<file path="config.mk">
export PLATFORM = sky130hd
export DESIGN_NAME = wave_display_flat
export DESIGN_NICKNAME = d
export VERILOG_FILES = /design/src/rtl/wave_display_pkg.sv /design/src/rtl/wave_display_if.sv /design/src/rtl/dffr.sv /design/src/rtl/dffre.sv /design/src/rtl/wave_display_span_cmp.sv /design/src/rtl/wave_display.sv /design/src/flat_wrapper.sv
export SDC_FILE = /design/constraint.sdc
export NUM_CORES = 1
export LEC_CHECK = 0
export BUFFER_PORTS_ARGS = -buffer_cell sky130_fd_sc_hd__buf_2
export CAP_MARGIN = 20
export CORE_ASPECT_RATIO = 1.2
export CORE_UTILIZATION = 39
export CTS_CLUSTER_DIAMETER = 120
export DETAILED_ROUTE_END_ITERATION = 10
export SLEW_MARGIN = 30
export SYNTH_ARGS = -nofsm -noshare
export SYNTH_HDL_FRONTEND = slang
export SYNTH_SLANG_ARGS = --single-unit
</file>
<file path="constraint.sdc">
create_clock -name clk -period 5.62 [get_ports clk]
set_input_delay 0.562 -clock clk [delete_from_list [all_inputs] [get_ports clk]]
set_output_delay 0.562 -clock clk [all_outputs]
set_load 0.005 [all_outputs]
</file>
<file path="src/rtl/wave_display_pkg.sv">
// Shared types and constants for the waveform display reader: FSM encoding,
// display-quadrant geometry and default trace/grid colors.
package wave_display_pkg;

  typedef enum logic {
    IDLE = 1'b0,
    DRAW = 1'b1
  } state_e;

  // Top-right quadrant: x in 512..1023, y in the upper half of the frame.
  localparam logic [1:0] REGION_X_QUAD = 2'b01;
  localparam logic       REGION_Y_HALF = 1'b0;

  localparam logic [23:0] DEFAULT_WAVE_COLOR = 24'hFFFFFF;
  localparam logic [23:0] DEFAULT_GRID_COLOR = 24'h404040;

  function automatic logic in_region(input logic valid, input logic [10:0] x, input logic [9:0] y);
    return valid && (x[10:9] == REGION_X_QUAD) && (y[9] == REGION_Y_HALF);
  endfunction

endpackage

</file>
<file path="src/rtl/wave_display_if.sv">
// Raster, sample-RAM read port and pixel output bundle of the waveform display.
// The slave side is the display block; the master side is raster/RAM/sink.
interface wave_display_if;

  logic [10:0] x;
  logic [9:0]  y;
  logic        valid;
  logic        read_index;
  logic [7:0]  read_value;
  logic [8:0]  read_address;
  logic        valid_pixel;
  logic [7:0]  r;
  logic [7:0]  g;
  logic [7:0]  b;
  logic        wave_display_idle;

  modport master (
    output x, y, valid, read_index, read_value,
    input  read_address, valid_pixel, r, g, b, wave_display_idle
  );

  modport slave (
    input  x, y, valid, read_index, read_value,
    output read_address, valid_pixel, r, g, b, wave_display_idle
  );

endinterface

</file>
<file path="src/rtl/dffr.sv">
// Register with synchronous active-high reset to zero.
module dffr #(
  parameter int WIDTH = 1
) (
  input  logic             clk,
  input  logic             r,
  input  logic [WIDTH-1:0] d,
  output logic [WIDTH-1:0] q
);

  // reset-dominant storage
  always_ff @(posedge clk) begin
    if (r) begin
      q <= {WIDTH{1'b0}};
    end else begin
      q <= d;
    end
  end

endmodule

</file>
<file path="src/rtl/dffre.sv">
// Register with synchronous active-high reset to zero and load enable.
module dffre #(
  parameter int WIDTH = 1
) (
  input  logic             clk,
  input  logic             r,
  input  logic             en,
  input  logic [WIDTH-1:0] d,
  output logic [WIDTH-1:0] q
);

  // reset-dominant storage, loads only when enabled
  always_ff @(posedge clk) begin
    if (r) begin
      q <= {WIDTH{1'b0}};
    end else if (en) begin
      q <= d;
    end else begin
      q <= q;
    end
  end

endmodule

</file>
<file path="src/rtl/wave_display_span_cmp.sv">
// Decides whether a display row lies on the vertical segment joining two
// consecutive samples (inclusive, unsigned 8-bit).
module wave_display_span_cmp (
  input  logic [7:0] prev,
  input  logic [7:0] cur,
  input  logic [7:0] row,
  output logic       hit
);

  logic [7:0] lo_s;
  logic [7:0] hi_s;

  // order the segment endpoints
  always_comb begin
    if (prev <= cur) begin
      lo_s = prev;
      hi_s = cur;
    end else begin
      lo_s = cur;
      hi_s = prev;
    end
  end

  assign hit = (row >= lo_s) && (row <= hi_s);

endmodule

</file>
<file path="src/rtl/wave_display.sv">
// Waveform display reader: scans the idle sample buffer along with the raster
// and draws a connected trace in the top-right quadrant. WAVE_DISPLAY_GRID_EN adds a grid.
module wave_display
  import wave_display_pkg::*;
#(
  parameter logic [23:0] WAVE_COLOR = DEFAULT_WAVE_COLOR,
  parameter logic [23:0] GRID_COLOR = DEFAULT_GRID_COLOR
) (
  input  logic          clk,
  input  logic          reset,
  wave_display_if.slave bus
);

  logic       state_r;
  state_e     state_next_s;
  logic       buf_r;
  logic       buf_next_s;
  logic       region0_s;
  logic       leave_s;
  logic [8:0] read_address_s;

  logic       region1_r;
  logic       valid1_r;
  logic [7:0] col1_r;
  logic [7:0] row1_r;
  logic [7:0] cur_s;
  logic [7:0] cur_r;
  logic [7:0] last_col_r;
  logic [7:0] prev_r;
  logic [7:0] prev_s;
  logic       span_hit_s;
  logic [23:0] color_s;
  logic [23:0] color_r;
  logic       valid_pixel_r;

  assign region0_s = in_region(bus.valid, bus.x, bus.y);
  assign leave_s   = bus.valid && (bus.y[9] != REGION_Y_HALF);

  dffr #(.WIDTH(1)) u_state (.clk(clk), .r(reset), .d(state_next_s), .q(state_r));
  dffr #(.WIDTH(1)) u_buf   (.clk(clk), .r(reset), .d(buf_next_s),   .q(buf_r));

  // next-state: enter on the first visible quadrant pixel, leave on the lower half
  always_comb begin
    state_next_s = IDLE;
    case (state_e'(state_r))
      IDLE: begin
        if (region0_s) state_next_s = DRAW;
        else           state_next_s = IDLE;
      end
      DRAW: begin
        if (leave_s) state_next_s = IDLE;
        else         state_next_s = DRAW;
      end
      default: state_next_s = IDLE;
    endcase
  end

  // buffer select is latched on entry so the first column already reads the new buffer
  always_comb begin
    buf_next_s     = buf_r;
    read_address_s = {buf_r, 8'd0};
    if ((state_e'(state_r) == IDLE) && region0_s) begin
      buf_next_s = ~bus.read_index;
    end else begin
      buf_next_s = buf_r;
    end
    if (state_next_s == DRAW) begin
      read_address_s = {buf_next_s, bus.x[8:1]};
    end else begin
      read_address_s = {buf_next_s, 8'd0};
    end
  end

  assign bus.read_address      = read_address_s;
  assign bus.wave_display_idle = (state_e'(state_r) == IDLE);

  dffr #(.WIDTH(1)) u_region1 (.clk(clk), .r(reset), .d(region0_s),   .q(region1_r));
  dffr #(.WIDTH(1)) u_valid1  (.clk(clk), .r(reset), .d(bus.valid),   .q(valid1_r));
  dffr #(.WIDTH(8)) u_col1    (.clk(clk), .r(reset), .d(bus.x[8:1]),  .q(col1_r));
  dffr #(.WIDTH(8)) u_row1    (.clk(clk), .r(reset), .d(bus.y[8:1]),  .q(row1_r));

  // Offset-binary sample inverted so larger values sit nearer the top of the screen.
  assign cur_s = ~bus.read_value;

  // previous sample follows the column; column 0 restarts the trace to avoid a wrap line
  always_comb begin
    prev_s = prev_r;
    if (col1_r == 8'd0) begin
      prev_s = cur_s;
    end else if (col1_r != last_col_r) begin
      prev_s = cur_r;
    end else begin
      prev_s = prev_r;
    end
  end

  dffre #(.WIDTH(8)) u_cur      (.clk(clk), .r(reset), .en(region1_r), .d(cur_s),  .q(cur_r));
  dffre #(.WIDTH(8)) u_last_col (.clk(clk), .r(reset), .en(region1_r), .d(col1_r), .q(last_col_r));
  dffre #(.WIDTH(8)) u_prev     (.clk(clk), .r(reset), .en(region1_r), .d(prev_s), .q(prev_r));

  wave_display_span_cmp u_span (
    .prev(prev_s),
    .cur (cur_s),
    .row (row1_r),
    .hit (span_hit_s)
  );

`ifdef WAVE_DISPLAY_GRID_EN
  logic grid0_s;
  logic grid1_r;

  assign grid0_s = (bus.x[5:0] == 6'd0) || (bus.y[5:0] == 6'd0);
  dffr #(.WIDTH(1)) u_grid1 (.clk(clk), .r(reset), .d(grid0_s), .q(grid1_r));
`else
  // Grid-only inputs have no consumer in this build.
  logic unused_grid_s;
  assign unused_grid_s = ^{bus.x[0], bus.y[0], GRID_COLOR};
`endif

  // pixel color: trace wins over grid, everything else black
  always_comb begin
    color_s = 24'h000000;
    if (region1_r && span_hit_s) begin
      color_s = WAVE_COLOR;
`ifdef WAVE_DISPLAY_GRID_EN
    end else if (region1_r && grid1_r) begin
      color_s = GRID_COLOR;
`endif
    end else begin
      color_s = 24'h000000;
    end
  end

  dffr #(.WIDTH(24)) u_color (.clk(clk), .r(reset), .d(color_s),  .q(color_r));
  dffr #(.WIDTH(1))  u_vpix  (.clk(clk), .r(reset), .d(valid1_r), .q(valid_pixel_r));

  assign bus.valid_pixel = valid_pixel_r;
  assign bus.r           = color_r[23:16];
  assign bus.g           = color_r[15:8];
  assign bus.b           = color_r[7:0];

endmodule

</file>
<file path="src/flat_wrapper.sv">
// flat-port wrapper written by rule: the top's interface ports become plain ports
module wave_display_flat import wave_display_pkg::*;
#(
  parameter logic [23:0] WAVE_COLOR = DEFAULT_WAVE_COLOR,
  parameter logic [23:0] GRID_COLOR = DEFAULT_GRID_COLOR
)
  (clk, reset, bus_x, bus_y, bus_valid, bus_read_index, bus_read_value, bus_read_address, bus_valid_pixel, bus_r, bus_g, bus_b, bus_wave_display_idle);
  wave_display_if bus_i ();
  input  logic clk;
  input  logic reset;
  input wire logic [$bits(bus_i.x)-1:0] bus_x;
  input wire logic [$bits(bus_i.y)-1:0] bus_y;
  input wire logic [$bits(bus_i.valid)-1:0] bus_valid;
  input wire logic [$bits(bus_i.read_index)-1:0] bus_read_index;
  input wire logic [$bits(bus_i.read_value)-1:0] bus_read_value;
  output wire logic [$bits(bus_i.read_address)-1:0] bus_read_address;
  output wire logic [$bits(bus_i.valid_pixel)-1:0] bus_valid_pixel;
  output wire logic [$bits(bus_i.r)-1:0] bus_r;
  output wire logic [$bits(bus_i.g)-1:0] bus_g;
  output wire logic [$bits(bus_i.b)-1:0] bus_b;
  output wire logic [$bits(bus_i.wave_display_idle)-1:0] bus_wave_display_idle;
  assign bus_i.x = bus_x;
  assign bus_i.y = bus_y;
  assign bus_i.valid = bus_valid;
  assign bus_i.read_index = bus_read_index;
  assign bus_i.read_value = bus_read_value;
  assign bus_read_address = bus_i.read_address;
  assign bus_valid_pixel = bus_i.valid_pixel;
  assign bus_r = bus_i.r;
  assign bus_g = bus_i.g;
  assign bus_b = bus_i.b;
  assign bus_wave_display_idle = bus_i.wave_display_idle;
  wave_display #(.WAVE_COLOR(WAVE_COLOR), .GRID_COLOR(GRID_COLOR)) u_core (.clk(clk), .reset(reset), .bus(bus_i));
endmodule
</file>
## Yosys cells after proc, flatten, opt, wreduce, memory -nomap -nowiden

Cells that the tools add are included.

- Mux-type cells: 10
- Bitwise logic cells: 4
- Eq/ne operators: 2
- Reductions and logical operators: 7
- $lt $le $gt $ge: 3

Operators with widths:

| operator | number |
|---|---|
| 8-bit two-way mux | 5 |
| 24-bit two-way mux | 1 |
| 8-bit <= comparator | 2 |
| 8-bit greater-or-equal comparator | 1 |
| 8-bit logical NOT | 1 |
| 8-bit inequality test | 1 |
| 8-bit NOT | 1 |
| 1-bit logical AND | 6 |
| 1-bit two-way mux | 3 |
| 1-bit NOT | 3 |
| 2-bit by 1-bit == test with 1-bit output (second input constant) | 1 |
| 1-bit one-hot mux with 2 select lines | 1 |

- Register bits after elaboration: 69
- Bits of input ports: 33
- Output and inout port bits: 35
- Word-level logic and storage cells: 37

## Depth between registers and ports, before layout

- Depth after elaboration: 9
- Mapped depth: 19
- Gate-level depth less buffers: 17

## Cells and area by module

A second synthesis with hierarchy kept.

- Cells, all modules: 361
- Area, all modules: 3,622.2 sq um

By module, submodules not included:

| module | seq. area each (sq um) | cells each | times used | area each (sq um) |
|---|---|---|---|---|
| wave_display_span_cmp | 0.0 | 122 | 1 | 967.2 |
| dffre | 160.2 | 26 | 3 | 285.3 |
| dffr at u_core.u_color | 480.5 | 50 | 1 | 693.2 |
| wave_display | 0.0 | 69 | 1 | 516.7 |
| dffr at u_core.u_col1 ... | 160.2 | 16 | 2 | 210.2 |
| dffr at u_core.u_buf ... | 20.0 | 2 | 5 | 33.8 |

## Worst setup path after synthesis

OpenSTA, ideal clock, no wires.

- Path kind: reg2reg
- Start: register u_core.u_col1.q[3]
- End: register u_core.u_color.q[22]
- Data required time: 5,486 ps
- Path buffers: 2
- Library setup time: 134 ps
- Setup slack: 1,668 ps
- Arrival: 3,818 ps
- Clock period less this slack: 3,952 ps
- Cell stages (with the launch flop): 18
- Cell sequence: dfxtp_1 -> or4_4 -> nor2_8 -> buf_6 -> mux2i_1 -> ha_1 -> and3_4 -> a221oi_2 -> o221ai_2 -> a21o_1 -> buf_6 -> mux2_4 -> ha_1 -> a21o_1 -> a21o_1 -> a21oi_1 -> o31a_1 -> nor4b_1

- Cells in the longest elaborated chain, start to end: 9
- Elaborated cells between the ends (all ways): 12
- Classes of those cells: order compare: 3; eq/ne: 1; mux: 5; reduce/logical: 3

RTL lines:

| what | line | source |
|---|---|---|
| start, declared | dffr.sv:8 | `output logic [WIDTH-1:0] q` |
| start signal, assigned | dffr.sv:14 | `q <= {WIDTH{1'b0}};` |
| 8-bit inequality test | wave_display.sv:90 | `end else if (col1_r != last_col_r) begin` |
| 8-bit two-way mux | wave_display.sv:90 |  |
| 8-bit two-way mux * | wave_display.sv:88 | `if (col1_r == 8'd0) begin` |
| net u_core.prev_s[3] | wave_display.sv:30 | `logic [7:0] prev_s;` |
| 8-bit <= comparator | wave_display_span_cmp.sv:15 | `if (prev <= cur) begin` |
| 8-bit two-way mux | wave_display_span_cmp.sv:15 |  |
| 8-bit greater-or-equal comparator / 8-bit <= comparator (equally long branches) | wave_display_span_cmp.sv:24 | `assign hit = (row >= lo_s) && (row <= hi_s);` |
| 1-bit logical AND * | wave_display_span_cmp.sv:24 |  |
| 1-bit logical AND * | wave_display.sv:123 | `if (region1_r && span_hit_s) begin` |
| 24-bit two-way mux * | wave_display.sv:123 |  |
| end signal, assigned | dffr.sv:14 |  |
| end, declared | dffr.sv:8 |  |

The timed path passes the listed nets; every way through them passes the cells marked *.
A chain may end at the register's enable or synchronous reset.

## Worst setup path in the final report

- Start: register u_core.u_col1.q[7]
- End: register u_core.u_color.q[22]

The elaborated chain is that of the path after synthesis.

==> impl_metrics.json <==
{
  "synth_edf_count": 0,
  "power_leakage_nw": 1.38,
  "overflow": 0,
  "critPathArrivalTime_ps": 4690,
  "worst_clock_skew_ps": 3.93,
  "antenna_found_initial": 0,
  "max-vdd-ir-drop_mv": 0.105,
  "synth_nets": 346,
  "r2r-start": "u_core.u_col1.q[7]$_SDFF_PP0_",
  "status": "finished, final reports clean",
  "clk_latency_ps": 290,
  "clockRootBuffer": "clkbuf_8",
  "synth_seq_cells": 46,
  "critPathLaunchType": "flip-flop",
  "drtAntennaViolNets": 0,
  "place_area_um2": 3080,
  "mostFrequentLayoutCells": "65 x buf_2, 46 x dfxtp_1, 27 x nor2b_1, 27 x nor2_1, 25 x mux2i_1",
  "report.final.setup_viol": 0,
  "final_common_cell": "buf_2",
  "gp_congestion": 0.717,
  "cts_setup_buffers": 0,
  "tns_ps": 0,
  "port_buffers": 65,
  "ios": 68,
  "first_pass_iters": 4,
  "worstSetupEndpointType": "flip-flop",
  "grt_use_total_pct": 14.2,
  "period_minus_slack_ps": 4550,
  "async_flop_share_pct": 0,
  "seq_area_frac_synth_pct": 31.8,
  "hp-class": "flip-flop to flip-flop",
  "routed_wl_mm": 5.11,
  "regArea_um2": 921,
  "crit_path_start": "u_core.u_col1.q[7]$_SDFF_PP0_",
  "power_density_nw_per_um2": 226,
  "hp-start": "u_core.u_valid1.q$_SDFF_PP0_",
  "r2r_slack_ps": 1070,
  "start_util_pct": 40.0,
  "hpwl_mm": 3.84,
  "clockBufferDepth": 2,
  "drt-wirelength-per-cell_um": 12.3,
  "dpl_worst_slack_ps": 1030,
  "grt_pass1_wl_mm": 8.63,
  "clkTransAtPathRegs_ps": 80,
  "busiest_layer": "met2",
  "avgSynthCellArea_um2": 10.0,
  "n_antenna_cell": 0,
  "die_w_um": 80.6,
  "final_layout_size_suffix_gt1_share_pct": 32.5,
  "cts_resized": 0,
  "drc": 0,
  "ys_warn_count": 0,
  "synthCells": 289,
  "numCtsBuffers": 5,
  "cts_tree": "yes",
  "dieHeight_um": 96.4,
  "hold_viol": 0,
  "required_ps": 5760,
  "coreArea_um2": 7230,
  "finalCritPeriodShare_pct": 81.0,
  "globalRouteMet3Util_pct": 2.65,
  "grt_pass1_vias": 1985,
  "path_class": "flip-flop to flip-flop",
  "vias": 2065,
  "synthFlopType": "dfxtp_1",
  "synth_cell_types": 41,
  "post-route-util_pct": 44.1,
  "fin_area_um2": 3190,
  "met2_usage_pct": 27.3,
  "slew_violations": 0,
  "h-tree-depth": 2,
  "cp_max_fo": 16,
  "viasPerCell": 4.96,
  "syn_area_um2": 2890,
  "cts_hold_buf": 0,
  "dpl.cell_count": 408,
  "drt_iter0_markers": 79,
  "cts_sinks": 46,
  "grt_max_degree": 47,
  "max_freq_mhz": 220,
  "final_nets": 382,
  "multi_input_area_um2": 1690,
  "rows": 34,
  "syn_to_final_growth_pct": 10.1,
  "slew_headroom_pct": 39.7,
  "maxCapViolCount": 0,
  "fillers": 733,
  "die_area_um2": 7770,
  "setup_slack_ps": 1070,
  "final_cells": 416,
  "tightestPinTransition_ps": 904,
  "met1_usage_pct": 15.8,
  "rsz0062_at_grt": "false"
}
[cells by family after synthesis]
logic type,synth area share [%]
AO/OA/AOI/OAI,13.9
XOR/XNOR,2.42
adder cells (fa/ha/maj),10.4
buffers and inverters,9.73
flip-flops,31.8
multiplexers,15.4
AND/OR/NAND/NOR,16.4
[worst max-delay path, stage by stage, from the launching register on]
cell and delay [ps]:
dfxtp_1 380, xnor2_1 140, nand4_1 230, nor2_4 480
mux2i_1 360, mux2i_1 120, ha_1 320, and3_4 180
a221oi_2 300, o221ai_2 170, a21o_1 360, mux2_4 350
ha_1 290, a21o_1 180, a21o_1 170, a21oi_1 160
o31a_1 150, nor4b_1 50
[layer usage]
layer | up-vias | routed length, um
met5 | - | 0
met4 | 0 | 49
met3 | 5 | 155
met2 | 34 | 2640
met1 | 953 | 2260
li1 | 1073 | -
[registers in the layout (all words and copies together), names as in the netlist]
name / flops
u_core.u_state.q: 1
u_core.u_prev.q: 8
u_core.u_valid1.q: 1
u_core.u_row1.q: 8
u_core.u_cur.q: 8
u_core.u_last_col.q: 8
u_core.u_buf.q: 1
u_core.u_vpix.q: 1
u_core.u_region1.q: 1
u_core.u_col1.q: 8
u_core.u_color.q: 1
[power by group]
group | total, mW | internal [mW] | switching, mW | leakage [nW]
Sequential | 0.343 | 0.336 | 0.00725 | 0.376
Combinational | 0.135 | 0.0678 | 0.0672 | 0.950
Clock | 0.242 | 0.133 | 0.110 | 0.0514
[worst paths after layout]
path                                                        end  cells after the start
worst min register to register       u_core.u_vpix.q$_SDFF_PP0_                      1
worst min-delay path                 u_core.u_vpix.q$_SDFF_PP0_                      1
worst max register to register  u_core.u_color.q[22]$_SDFF_PP0_                     17
worst max-delay path            u_core.u_color.q[22]$_SDFF_PP0_                     17
[metrics by stage]
stage / hold slack, ps / power [mW]
floorplan: 414 / 0.458
global placement: 418 / 0.483
detailed placement: 425 / 0.487
CTS: 446 / 0.731
global route: 461 / 0.759
finish: 441 / 0.721
[area by class of cell]
cell class,count,area share [%]
inverter,5,0.589
multi-input combinational,201,53.1
clock buffer,6,2.28
timing repair buffer,66,10.4
clock inverter,2,1.18
sequential,46,28.9
tap,90,3.53
[cell usage after synthesis (4+ instances only)]
cell	count	area [um^2]
mux2_4	7	105
mux2i_1	25	250
nor2b_1	27	169
a21o_1	7	52.6
a21oi_1	5	25.0
mux2_2	8	90.1
xnor2_1	8	70.1
nor2_1	27	101
a211oi_2	8	100
ha_1	24	300
nand2_1	11	41.3
dfxtp_1	46	921
o31ai_1	9	67.6
a211oi_1	9	67.6
inv_1	5	18.8
buf_4	24	180
buf_1	4	15.0
clkbuf_1	5	18.8
nand4_1	4	25.0
(Power assumes the default switching activity.)
